$ cat src/rtl/mem_arb_pkg.sv
// Shared types and constants for the unified-memory arbiter.
package mem_arb_pkg;

    localparam int DEPTH_DEF  = 64;
    localparam int ADDR_W     = 32;
    localparam int WORD_SHIFT = 2;
    localparam int IDX_W      = ADDR_W - WORD_SHIFT;

    typedef enum logic {
        OWN_IF = 1'b0,
        OWN_D  = 1'b1
    } owner_e;

    // Accepted command, presented to the memory in the cycle after grant.
    typedef struct packed {
        logic             valid;
        owner_e           owner;
        logic             we;
        logic [IDX_W-1:0] idx;
        logic [31:0]      wdata;
        logic             err;
    } cmd_t;

    // Response, presented on the owner's port in the cycle after access.
    typedef struct packed {
        logic        valid;
        owner_e      owner;
        logic [31:0] rdata;
        logic        err;
    } rsp_t;

endpackage

$ cat src/rtl/mem_arb_rr.sv
// Two-way arbiter between fetch and data requests.
// MEMARB_ROUND_ROBIN_EN: alternate winners on simultaneous requests using a
// last-grant flag (data first after reset). Without it, data always wins and
// the module is purely combinational.
module mem_arb_rr (
`ifdef MEMARB_ROUND_ROBIN_EN
    input  logic clk_i,
    input  logic rst_ni,
`endif
    input  logic req_if_i,
    input  logic req_d_i,
    output logic gnt_if_o,
    output logic gnt_d_o
);

`ifdef MEMARB_ROUND_ROBIN_EN
    logic last_d_q, last_d_d;

    // Winner selection and last-grant update.
    always_comb begin
        gnt_d_o  = req_d_i & (~req_if_i | ~last_d_q);
        gnt_if_o = req_if_i & (~req_d_i | last_d_q);
        last_d_d = last_d_q;
        if (gnt_d_o) begin
            last_d_d = 1'b1;
        end else if (gnt_if_o) begin
            last_d_d = 1'b0;
        end
    end

    // Last-grant register; cleared so data wins the first contention.
    always_ff @(posedge clk_i or negedge rst_ni) begin
        if (!rst_ni) begin
            last_d_q <= 1'b0;
        end else begin
            last_d_q <= last_d_d;
        end
    end
`else
    assign gnt_d_o  = req_d_i;
    assign gnt_if_o = req_if_i & ~req_d_i;
`endif

endmodule

$ cat src/rtl/mem_arbiter.sv
// Fetch/data arbiter for the shared single-ported instruction/data memory.
// Pipeline: grant (N) -> memory access from CMD (N+1) -> response from RSP (N+2).
// Optional macro MEMARB_ROUND_ROBIN_EN selects round-robin arbitration.
module mem_arbiter
    import mem_arb_pkg::*;
#(
    parameter int DEPTH = DEPTH_DEF
) (
    input  logic        clk_i,
    input  logic        rst_ni,
    input  logic        if_req_i,
    input  logic [31:0] if_addr_i,
    output logic        if_gnt_o,
    output logic        if_rvalid_o,
    output logic [31:0] if_rdata_o,
    output logic        if_err_o,
    input  logic        d_req_i,
    input  logic        d_we_i,
    input  logic [31:0] d_addr_i,
    input  logic [31:0] d_wdata_i,
    output logic        d_gnt_o,
    output logic        d_rvalid_o,
    output logic [31:0] d_rdata_o,
    output logic        d_err_o,
    output logic        mem_we_o,
    output logic [31:0] mem_addr_o,
    output logic [31:0] mem_wd_o,
    input  logic [31:0] mem_rd_i
);

    localparam logic [IDX_W-1:0] DEPTH_IDX = IDX_W'(DEPTH);

    cmd_t        cmd_q, cmd_d;
    rsp_t        rsp_q, rsp_d;
    logic        arb_gnt_if, arb_gnt_d;
    logic [31:0] sel_addr;

    mem_arb_rr u_arb (
`ifdef MEMARB_ROUND_ROBIN_EN
        .clk_i    (clk_i),
        .rst_ni   (rst_ni),
`endif
        .req_if_i (if_req_i),
        .req_d_i  (d_req_i),
        .gnt_if_o (arb_gnt_if),
        .gnt_d_o  (arb_gnt_d)
    );

    // Grants are forced low while reset is asserted, whatever the requests.
    assign if_gnt_o = arb_gnt_if & rst_ni;
    assign d_gnt_o  = arb_gnt_d & rst_ni;
    assign sel_addr = d_gnt_o ? d_addr_i : if_addr_i;

    // Build the next command from the winning request, with the error check.
    always_comb begin
        cmd_d = '0;
        if (if_gnt_o || d_gnt_o) begin
            cmd_d.valid = 1'b1;
            cmd_d.owner = d_gnt_o ? OWN_D : OWN_IF;
            cmd_d.we    = d_gnt_o & d_we_i;
            cmd_d.idx   = sel_addr[ADDR_W-1:WORD_SHIFT];
            cmd_d.wdata = d_gnt_o ? d_wdata_i : 32'h0;
            cmd_d.err   = (sel_addr[WORD_SHIFT-1:0] != '0) |
                          (sel_addr[ADDR_W-1:WORD_SHIFT] >= DEPTH_IDX);
        end
    end

    // Capture the access result; stores and errors return zero data.
    always_comb begin
        rsp_d       = '0;
        rsp_d.valid = cmd_q.valid;
        rsp_d.owner = cmd_q.owner;
        rsp_d.err   = cmd_q.valid & cmd_q.err;
        if (cmd_q.valid && !cmd_q.we && !cmd_q.err) begin
            rsp_d.rdata = mem_rd_i;
        end
    end

    // CMD and RSP stage registers; reset drops anything in flight.
    always_ff @(posedge clk_i or negedge rst_ni) begin
        if (!rst_ni) begin
            cmd_q <= '0;
            rsp_q <= '0;
        end else begin
            cmd_q <= cmd_d;
            rsp_q <= rsp_d;
        end
    end

    // Memory side: idle drives all zeros.
    always_comb begin
        mem_we_o   = cmd_q.valid & cmd_q.we & ~cmd_q.err;
        mem_addr_o = cmd_q.valid ? {{WORD_SHIFT{1'b0}}, cmd_q.idx} : 32'h0;
        mem_wd_o   = cmd_q.valid ? cmd_q.wdata : 32'h0;
    end

    // Response steering: only the owner's port sees the pulse.
    always_comb begin
        if_rvalid_o = rsp_q.valid & (rsp_q.owner == OWN_IF);
        d_rvalid_o  = rsp_q.valid & (rsp_q.owner == OWN_D);
        if_rdata_o  = if_rvalid_o ? rsp_q.rdata : 32'h0;
        d_rdata_o   = d_rvalid_o ? rsp_q.rdata : 32'h0;
        if_err_o    = if_rvalid_o & rsp_q.err;
        d_err_o     = d_rvalid_o & rsp_q.err;
    end

endmodule

$ cat config.mk
export PLATFORM = sky130hd
export DESIGN_NAME = mem_arbiter
export DESIGN_NICKNAME = d
export VERILOG_FILES = /design/src/rtl/mem_arb_pkg.sv /design/src/rtl/mem_arb_rr.sv /design/src/rtl/mem_arbiter.sv
export SDC_FILE = /design/constraint.sdc
export NUM_CORES = 1
export LEC_CHECK = 0
export BUFFER_PORTS_ARGS = -buffer_cell sky130_fd_sc_hd__clkbuf_2
export CAP_MARGIN = 30
export CELL_PAD_IN_SITES_DETAIL_PLACEMENT = 1
export CELL_PAD_IN_SITES_GLOBAL_PLACEMENT = 2
export CORE_MARGIN = 1.5
export CORE_UTILIZATION = 27
export CTS_BUF_LIST = sky130_fd_sc_hd__clkbuf_2
export DETAILED_ROUTE_END_ITERATION = 10
export GPL_TIMING_DRIVEN = 0
export PLACE_DENSITY_LB_ADDON = 0.05
export SETUP_SLACK_MARGIN = 0.4
export SYNTH_ARGS = -nofsm -noshare
export SYNTH_HDL_FRONTEND = slang
export SYNTH_SLANG_ARGS = --single-unit
$ cat constraint.sdc
create_clock -name clk_i -period 3.1 [get_ports clk_i]
set_input_delay 0.155 -clock clk_i [delete_from_list [all_inputs] [get_ports clk_i]]
set_output_delay 0.155 -clock clk_i [all_outputs]
set_load 0.05 [all_outputs]
=== Word-level counts from Yosys, hierarchy flattened ===
Cells that the tools add are included.

* Input bits: 133
* Register bits after elaboration: 101
* Word-level logic and storage cells: 41
* Output and inout bits: 135

* Mux-type cells: 9
* Bitwise logic cells: 15
* $lt $le $gt $ge: 1
* Reductions and logical operators: 6

{| class="wikitable"
|+ Operators by type and width
! kind !! count
|-
| two-way mux 32 bit || 6
|-
| two-way mux 66 bit || 1
|-
| >= comparator 30 x 7 -> 1 bit, second input constant || 1
|-
| two-way mux 30 bit || 1
|-
| bitwise AND 1 bit || 11
|-
| NOT 1 bit || 3
|-
| logical AND 1 bit || 2
|-
| logical NOT 1 bit || 2
|-
| nonzero test 2 bit || 1
|-
| logical OR 1 bit || 1
|-
| two-way mux 1 bit || 1
|-
| OR 1 bit || 1
|}

=== Logic depth before layout (Yosys ltp) ===
Gate-level depths: netlist (run 1).

* Word-level depth: 5
* Mapped depth: 6

=== By module ===
From an unflattened synthesis (run 1), not the netlist that was laid out.

* Cells, all modules: 393
* Area, all modules: 4,396.7 um2

{| class="wikitable"
|+ By module, submodules not included
! module !! area an instance (um2) !! sequential area each (um2) !! instances !! cells each
|-
| mem_arbiter || 4,375.4 || 2,527.4 || 1 || 391
|-
| mem_arb_rr || 21.3 || 0.0 || 1 || 2
|}

=== Worst setup path before layout (run 1) ===
Ideal clock, no wire load.

* Kind: flip-flop to output port
* Start: reg rsp_q[33] (netlist name)
* End: out if_rdata_o[22]
* Slack: 1.487 ns
* Cell stages (with the launch flop): 4
* Data arrival time: 1.458 ns
* Required time: 2.945 ns
* Cell sequence: dfrtp_1 > and2b_1 > buf_2 > and2_1

* Word-level cells in the longest chain between the ends: 3

{| class="wikitable"
|+ Ends and longest elaborated chain
! element !! RTL line !! RTL
|-
| start: declaration || mem_arbiter.sv:34 || <nowiki>rsp_t rsp_q, rsp_d;</nowiki>
|-
| start signal: assignment || mem_arbiter.sv:86 || <nowiki>rsp_q <= rsp_d;</nowiki>
|-
| NOT 1 bit || mem_arbiter.sv:99 || <nowiki>if_rvalid_o = rsp_q.valid & (rsp_q.owner == OWN_IF);</nowiki>
|-
| bitwise AND 1 bit || mem_arbiter.sv:99 ||
|-
| named net if_rvalid_o || mem_arbiter.sv:14 || <nowiki>output logic if_rvalid_o,</nowiki>
|-
| two-way mux 32 bit || mem_arbiter.sv:101 || <nowiki>if_rdata_o = if_rvalid_o ? rsp_q.rdata : 32'h0;</nowiki>
|-
| end: declaration || mem_arbiter.sv:15 || <nowiki>output logic [31:0] if_rdata_o,</nowiki>
|}

The timed path passes the listed nets, and every way through them passes these cells.

=== Worst setup path after layout (run 1) ===
* Start: reg rsp_q[33] (netlist name)
* End: out if_rdata_o[2]

* Word-level cells in the longest chain between the ends: 3

{| class="wikitable"
|+ Ends and longest elaborated chain
! element !! RTL line
|-
| NOT 1 bit || mem_arbiter.sv:99
|-
| bitwise AND 1 bit || mem_arbiter.sv:99
|-
| two-way mux 32 bit || mem_arbiter.sv:101
|}

No other way between the ends.

==> results of run 1 <==
[area by class of cell]
cell class / count / area [um2]
sequential: 101 / 2530
clock buffer: 12 / 60.1
antenna: 1 / 2.50
clock inverter: 4 / 23.8
fill: 1999 / 8930
tap: 220 / 275
multi-input combinational: 317 / 1850
timing repair buffer: 397 / 2660
buffer: 38 / 181
inverter: 3 / 11.3
[metrics by stage]
| stage | TNS [ps] | power (mW) |
|---|---|---|
| 6_report | 0 | 2.59 |
| 5_1_grt | 0 | 2.74 |
| 4_1_cts | 0 | 2.63 |
| 3_5_place_dp | 0 | 1.92 |
| 3_3_place_gp | -9610 | 1.91 |
| 2_1_floorplan | 0 | 1.70 |
[routing by layer]
metal	vias up	share of wire, %	track usage (%)
met5	-	0	0
met2	158	51	33.7
met1	2274	41	21.6
met4	0	1.4	6.35
li1	2308	-	-
met3	13	6.3	3.95
[sequential cells by signal, summed over array words and instances (netlist names)]
signal and cells:
cmd_q 66, rsp_q 35
[worst max-delay path by stage]
stage          startpoint  slack (ps)             end
2_1_floorplan   rsp_q[33]        1490  if_rdata_o[22]
5_1_grt         cmd_q[65]         630  mem_addr_o[10]
3_5_place_dp       rst_ni         940        if_gnt_o
6_report        rsp_q[33]         820   if_rdata_o[2]
4_1_cts         rsp_q[33]         700   if_rdata_o[2]
3_3_place_gp       rst_ni        -440        if_gnt_o
[Yosys cell counts (2+ instances only)]
master      n
buf_2      10
a21oi_1    30
and3_1     66
clkbuf_1   21
and2_1    129
nor4_1     11
inv_2       2
nand2_1    61
buf_4       7
dfrtp_1   101
nand4_1     4
nor3_1      2
[cells in the final DEF, fill, tap and decap left out, types with 2 or more instances in the layout]
master,n
nand4_1,4
and3_1,66
and2_1,129
clkinv_2,3
dlygate4sd3_1,133
nor4_1,11
nand2_1,61
nor3_1,2
clkbuf_1,21
clkbuf_2,275
conb_1,2
buf_2,10
buf_4,7
inv_2,2
a21oi_1,30
dfrtp_1,101
[power by group through the flow]
stage	registers, mW	logic, mW	clock network [mW]
global placement	1.42	0.490	0
floorplan	1.42	0.287	0
finish	1.40	0.631	0.557
global route	1.41	0.688	0.648
detailed placement	1.42	0.498	0
CTS	1.40	0.638	0.596
[logic make-up after synthesis]
logic type	Yosys count
compound gates	35
buf+inv	41
flops	101
other cells	1
simple gates	280
==> impl_metrics.ini, run 1 <==
[min_path]
hp-class = in2async

[synth]
synth_compound_area_share_pct = 4.33
ys_seq_area_share_pct = 55.4
netlist_instances = 458
synthArstFlopShare_pct = 100
synth_adder_area_share_pct = 0
netlist_area_um2 = 4560
muxShareOfSynthArea_pct = 0
synth_warnings = 0
synth.area.top_cells = dfrtp_1, and2_1, and3_1, nand2_1, a21oi_1
synth-edff-count = 0
synth_xor_area_share_pct = 0
synth_flop_cell = dfrtp_1
yosys.area_share.simple_pct = 36.0
yosysTopAreaCell = dfrtp_1
post_synth.cell_area_avg_um2 = 9.96
synth_seq_cells = 101
synth.distinct_cells = 26
synth_top_family_by_area = simple AND/OR/NAND/NOR gates
yosysTopAreaCellShare_pct = 55.4

[detailed_routing]
drtIter0Drc = 88
drc_errors = 0
first_pass_iters = 4
routedWlPerCell_um = 14.8
ant_nets = 0
num_vias = 4753
wirelength_um = 16200
via_per_inst = 4.35

[cts]
cts_setup_buffers = 0
cts_made_buffers = 9
cts_hold_buf = 133
clockBufferDepth = 2
post_cts_resize_count = 0
clkTransAtPathRegs_ps = 260
root_buffer = clkbuf_2
clk_latency_ps = 570
cts_tree = yes
h-tree-depth = 3
clock_sinks = 101

[sta]
fin_skew_ps = 20.0
max_freq_ghz = 0.439
slew_headroom_pct = 44.4
tightest_slew_ps = 834
timing.final.crit_share_pct = 73.4
rsz0062_at_grt = no
layout_min_cycle_time_ps = 2280
finalSetupViolCount = 0
hold_ws_ps = -376
setup_ws_ps = 823
slew_violations = 0
hold_viol = 101

[grt]
first_global_vias = 5113
antenna_found_initial = 1
grt_max_degree = 103
grt-ovfl-total = 0
grtUsageTotal_pct = 18.6
grt_pass1_wl_um = 25800

[power]
power_per_cell_area_nw_per_um2 = 341
combPwrFrac_pct = 24.4
power.share.sequential_pct = 54.1
ir_worst_vdd_mv = 0.171
switching_share_pct = 31.8
switching_power_mw = 0.823
leakagePower_nw = 4.31
p_int_mw = 1.77
pwr-share-clk_pct = 21.5

[critical_path]
r2r-start = cmd_q[63]
max_stage_delay_ps = 540
slowest_stage = dfrtp_1
crit_type = reg2out
crit_fanout = 10
r2r_cells = 3
cp.depth = 4
crit_chain = and2b_1 > buf_2 > and2_1 > clkbuf_2
required_ps = 2940
crit_family = flip-flops
worst-path-buf-inv = 2
cp-start-kind = flop
end_kind = output pin
r2r_slack_ps = 1760
cp.arrival_ps = 2120
r2r_end = rsp_q[12]

[finish]
final_net_count = 1000
areaGrowthSynthToFinish_pct = 66.3
drive_gt1_share_pct = 35.1
instances_no_fill = 1093
design_area_um2 = 7590
fin_util_pct = 45.9

[placement]
place_ws_ps = 941
portBuffers = 264
place_hpwl_um = 11600
gp_congestion = 0.785
placed_cells = 943
post_dp_cell_area_um2 = 6170

[floorplan]
core_area_um2 = 16500
dieWidth_um = 133
die_y_um = 133
ios = 268
die-area_um2 = 17700
fp-row-count = 47
start_util_pct = 27.6

[outcome]
violations = negative hold slack
status = complete, but fails checks

[job]
drv_cap = 0
(Power assumes the default switching activity.)
==> run 2: changes to the inputs <==
CORE_UTILIZATION = 23   (was 27)
clock period = 1.85 ns   (was 3.1 ns; I/O delays follow)
==> run 2 against run 1 <==
Against the previous run: via count grew 9.9%; utilization rose by 11 points; sequential power up 69%; design area up 46%; cell count up 11%; die area is 17% higher; global-route usage up 1.4 points; critical path type unchanged; highest routed layer unchanged; the flow finishes with violations (negative setup slack); sequential cell count stayed put; sequential share of layout area fell by 10 points; first-iteration DRC count up 15%; routed wire length increased by 28%.
==> impl_metrics.ini, run 2 (synthesized netlist as in run 1, its figures left out) <==
[outcome]
status = complete, but fails checks
violations = negative setup slack

[placement]
portBuffers = 264
placed_cells = 988
place_ws_ps = -174
gp_congestion = 0.747
place_hpwl_um = 12300

[job]
drv_cap = 0

[critical_path]
cp.arrival_ps = 1860
cp-start-kind = flop
end_kind = output pin
crit_type = reg2out
crit_fanout = 5
required_ps = 1760

[grt]
grtUsageTotal_pct = 19.9
grt_pass1_wl_um = 31100
antenna_found_initial = 1
grt_max_degree = 52
first_global_vias = 5827
grt-ovfl-total = 0

[sta]
slew_violations = 0
finalSetupViolCount = 68
timing.final.crit_share_pct = 106
setup_ws_ps = -107
fin_skew_ps = 15.0
max_freq_ghz = 0.511
hold_viol = 0
rsz0062_at_grt = yes
layout_min_cycle_time_ps = 1960

[min_path]
hp-class = in2reg

[finish]
layout_common_cells = dlygate4sd3_1, clkbuf_2, dfrtp_1
final_common_cell = dlygate4sd3_1
largest-register = cmd_q
final-seq-area_um2 = 2530
instances_no_fill = 1215
multi_input_area_um2 = 2230
largest_reg_flops = 66
fill_cells = 2076
areaGrowthSynthToFinish_pct = 142
final_net_count = 1077
drive_gt1_share_pct = 49.4
reg.largest.list = cmd_q: 66 flops, rsp_q: 35 flops

[power]
combPwrFrac_pct = 32.4
pwr-share-clk_pct = 19.7
power_per_cell_area_nw_per_um2 = 446
ir_worst_vdd_mv = 0.239
power.share.sequential_pct = 47.9
leakagePower_nw = 5.51
switching_power_mw = 1.56
p_int_mw = 3.37
switching_share_pct = 31.6
total_power_mw = 4.93

[cts]
clock_sinks = 101
cts_tree = yes
root_buffer = clkbuf_2
cts_made_buffers = 9
clkTransAtPathRegs_ps = 270
clockBufferDepth = 2
clk_latency_ps = 570
h-tree-depth = 3

[floorplan]
die-area_um2 = 20700
die_y_um = 144
ios = 268
dieWidth_um = 144
fp-row-count = 51
start_util_pct = 23.4
core_area_um2 = 19500

[detailed_routing]
first_pass_iters = 4
ant_nets = 0
routedWlPerCell_um = 17.1
wirelength_um = 20800
drc_errors = 0
num_vias = 5223
via_per_inst = 4.30
drtIter0Drc = 101
==> run 2: cell types whose count changed in the layout (fill, tap and decap cells not counted), moves of 4 or more <==
cell,previous run,this run
and3_4,0,30
buf_6,0,10
clkbuf_16,0,65
and3_1,66,36
buf_8,0,81
buf_12,0,9
and2_4,0,83
and2_1,129,46
buf_4,7,15
clkbuf_2,275,143
clkbuf_1,21,5
dlygate4sd3_1,133,179
buf_2,10,6
==> run 2: layout make-up <==
type | instances | area share, %
flip-flops and latches | 101 | 22.9
diodes | 1 | 0.0226
repair buffers | 473 | 49.7
plain buffers | 38 | 3.29
well taps | 265 | 3.00
inverters | 3 | 0.102
clock inverters | 6 | 0.340
multi-input cells | 318 | 20.2
clock buffers | 10 | 0.453
==> run 2: stage by stage <==
stage / hold WS [ps] / setup TNS, ps / utilization (%) / area (um2)
final: 56.6 / -2780 / 56.8 / 11100
after global routing: 13.2 / -16050 / 56.8 / 11100
after CTS: 0.0428 / -9260 / 55.1 / 10700
after detailed placement: 261 / -2160 / 32.1 / 6240
after global placement: 300 / -173180 / 32.0 / 6230
after floorplan: -203 / 0 / - / 4580
==> run 2: path summary, 6_finish.rpt <==
kind | start | slack [ps] | cells after the start | endpoint
setup / recovery | rsp_q[33] | -110 | 4 | if_rdata_o[4]
hold / removal | if_addr_i[15] | 60 | 5 | cmd_q[0]
setup reg to reg | cmd_q[65] | 520 | 4 | rsp_q[29]
hold reg to reg | cmd_q[64] | 390 | 0 | rsp_q[33]
max in group asynchronous | rst_ni | 1450 | 5 | rsp_q[34]
min in group asynchronous | rst_ni | 70 | 3 | cmd_q[19]
==> run 2: power groups by stage <==
stage	clock network [mW]	logic (mW)	registers (mW)
5_1_grt	1.12	1.70	2.38
4_1_cts	1.02	1.53	2.36
2_1_floorplan	0	0.482	2.37
3_5_place_dp	0	0.842	2.39
6_report	0.969	1.60	2.36
3_3_place_gp	0	0.832	2.38
==> run 2: what timing repair did <==
| item | CTS | global route |
|---|---|---|
| resized for setup | 468 | 135 |
| setup endpoints to repair | 133 | 167 |
| endpoints found under the hold margin | 198 | 1 |
| gates cloned | 12 | 0 |
| pin swaps | 13 | 7 |
| hold buffers | 184 | 1 |
| setup buffers | 11 | 2 |
==> run 2: per-layer routing <==
metal | track usage (%) | up-vias | wire length (um)
met4 | 4.67 | 0 | 227
met3 | 4.70 | 15 | 1150
li1 | - | 2465 | -
met1 | 21.9 | 2573 | 7900
met2 | 38.3 | 170 | 11500
met5 | 0 | - | 0
==> run 2: critical path, stage by stage, from the launching register on <==
cell,delay (ps)
dfrtp_2,490
and2b_4,330
buf_4,150
and2_1,170
buf_8,160
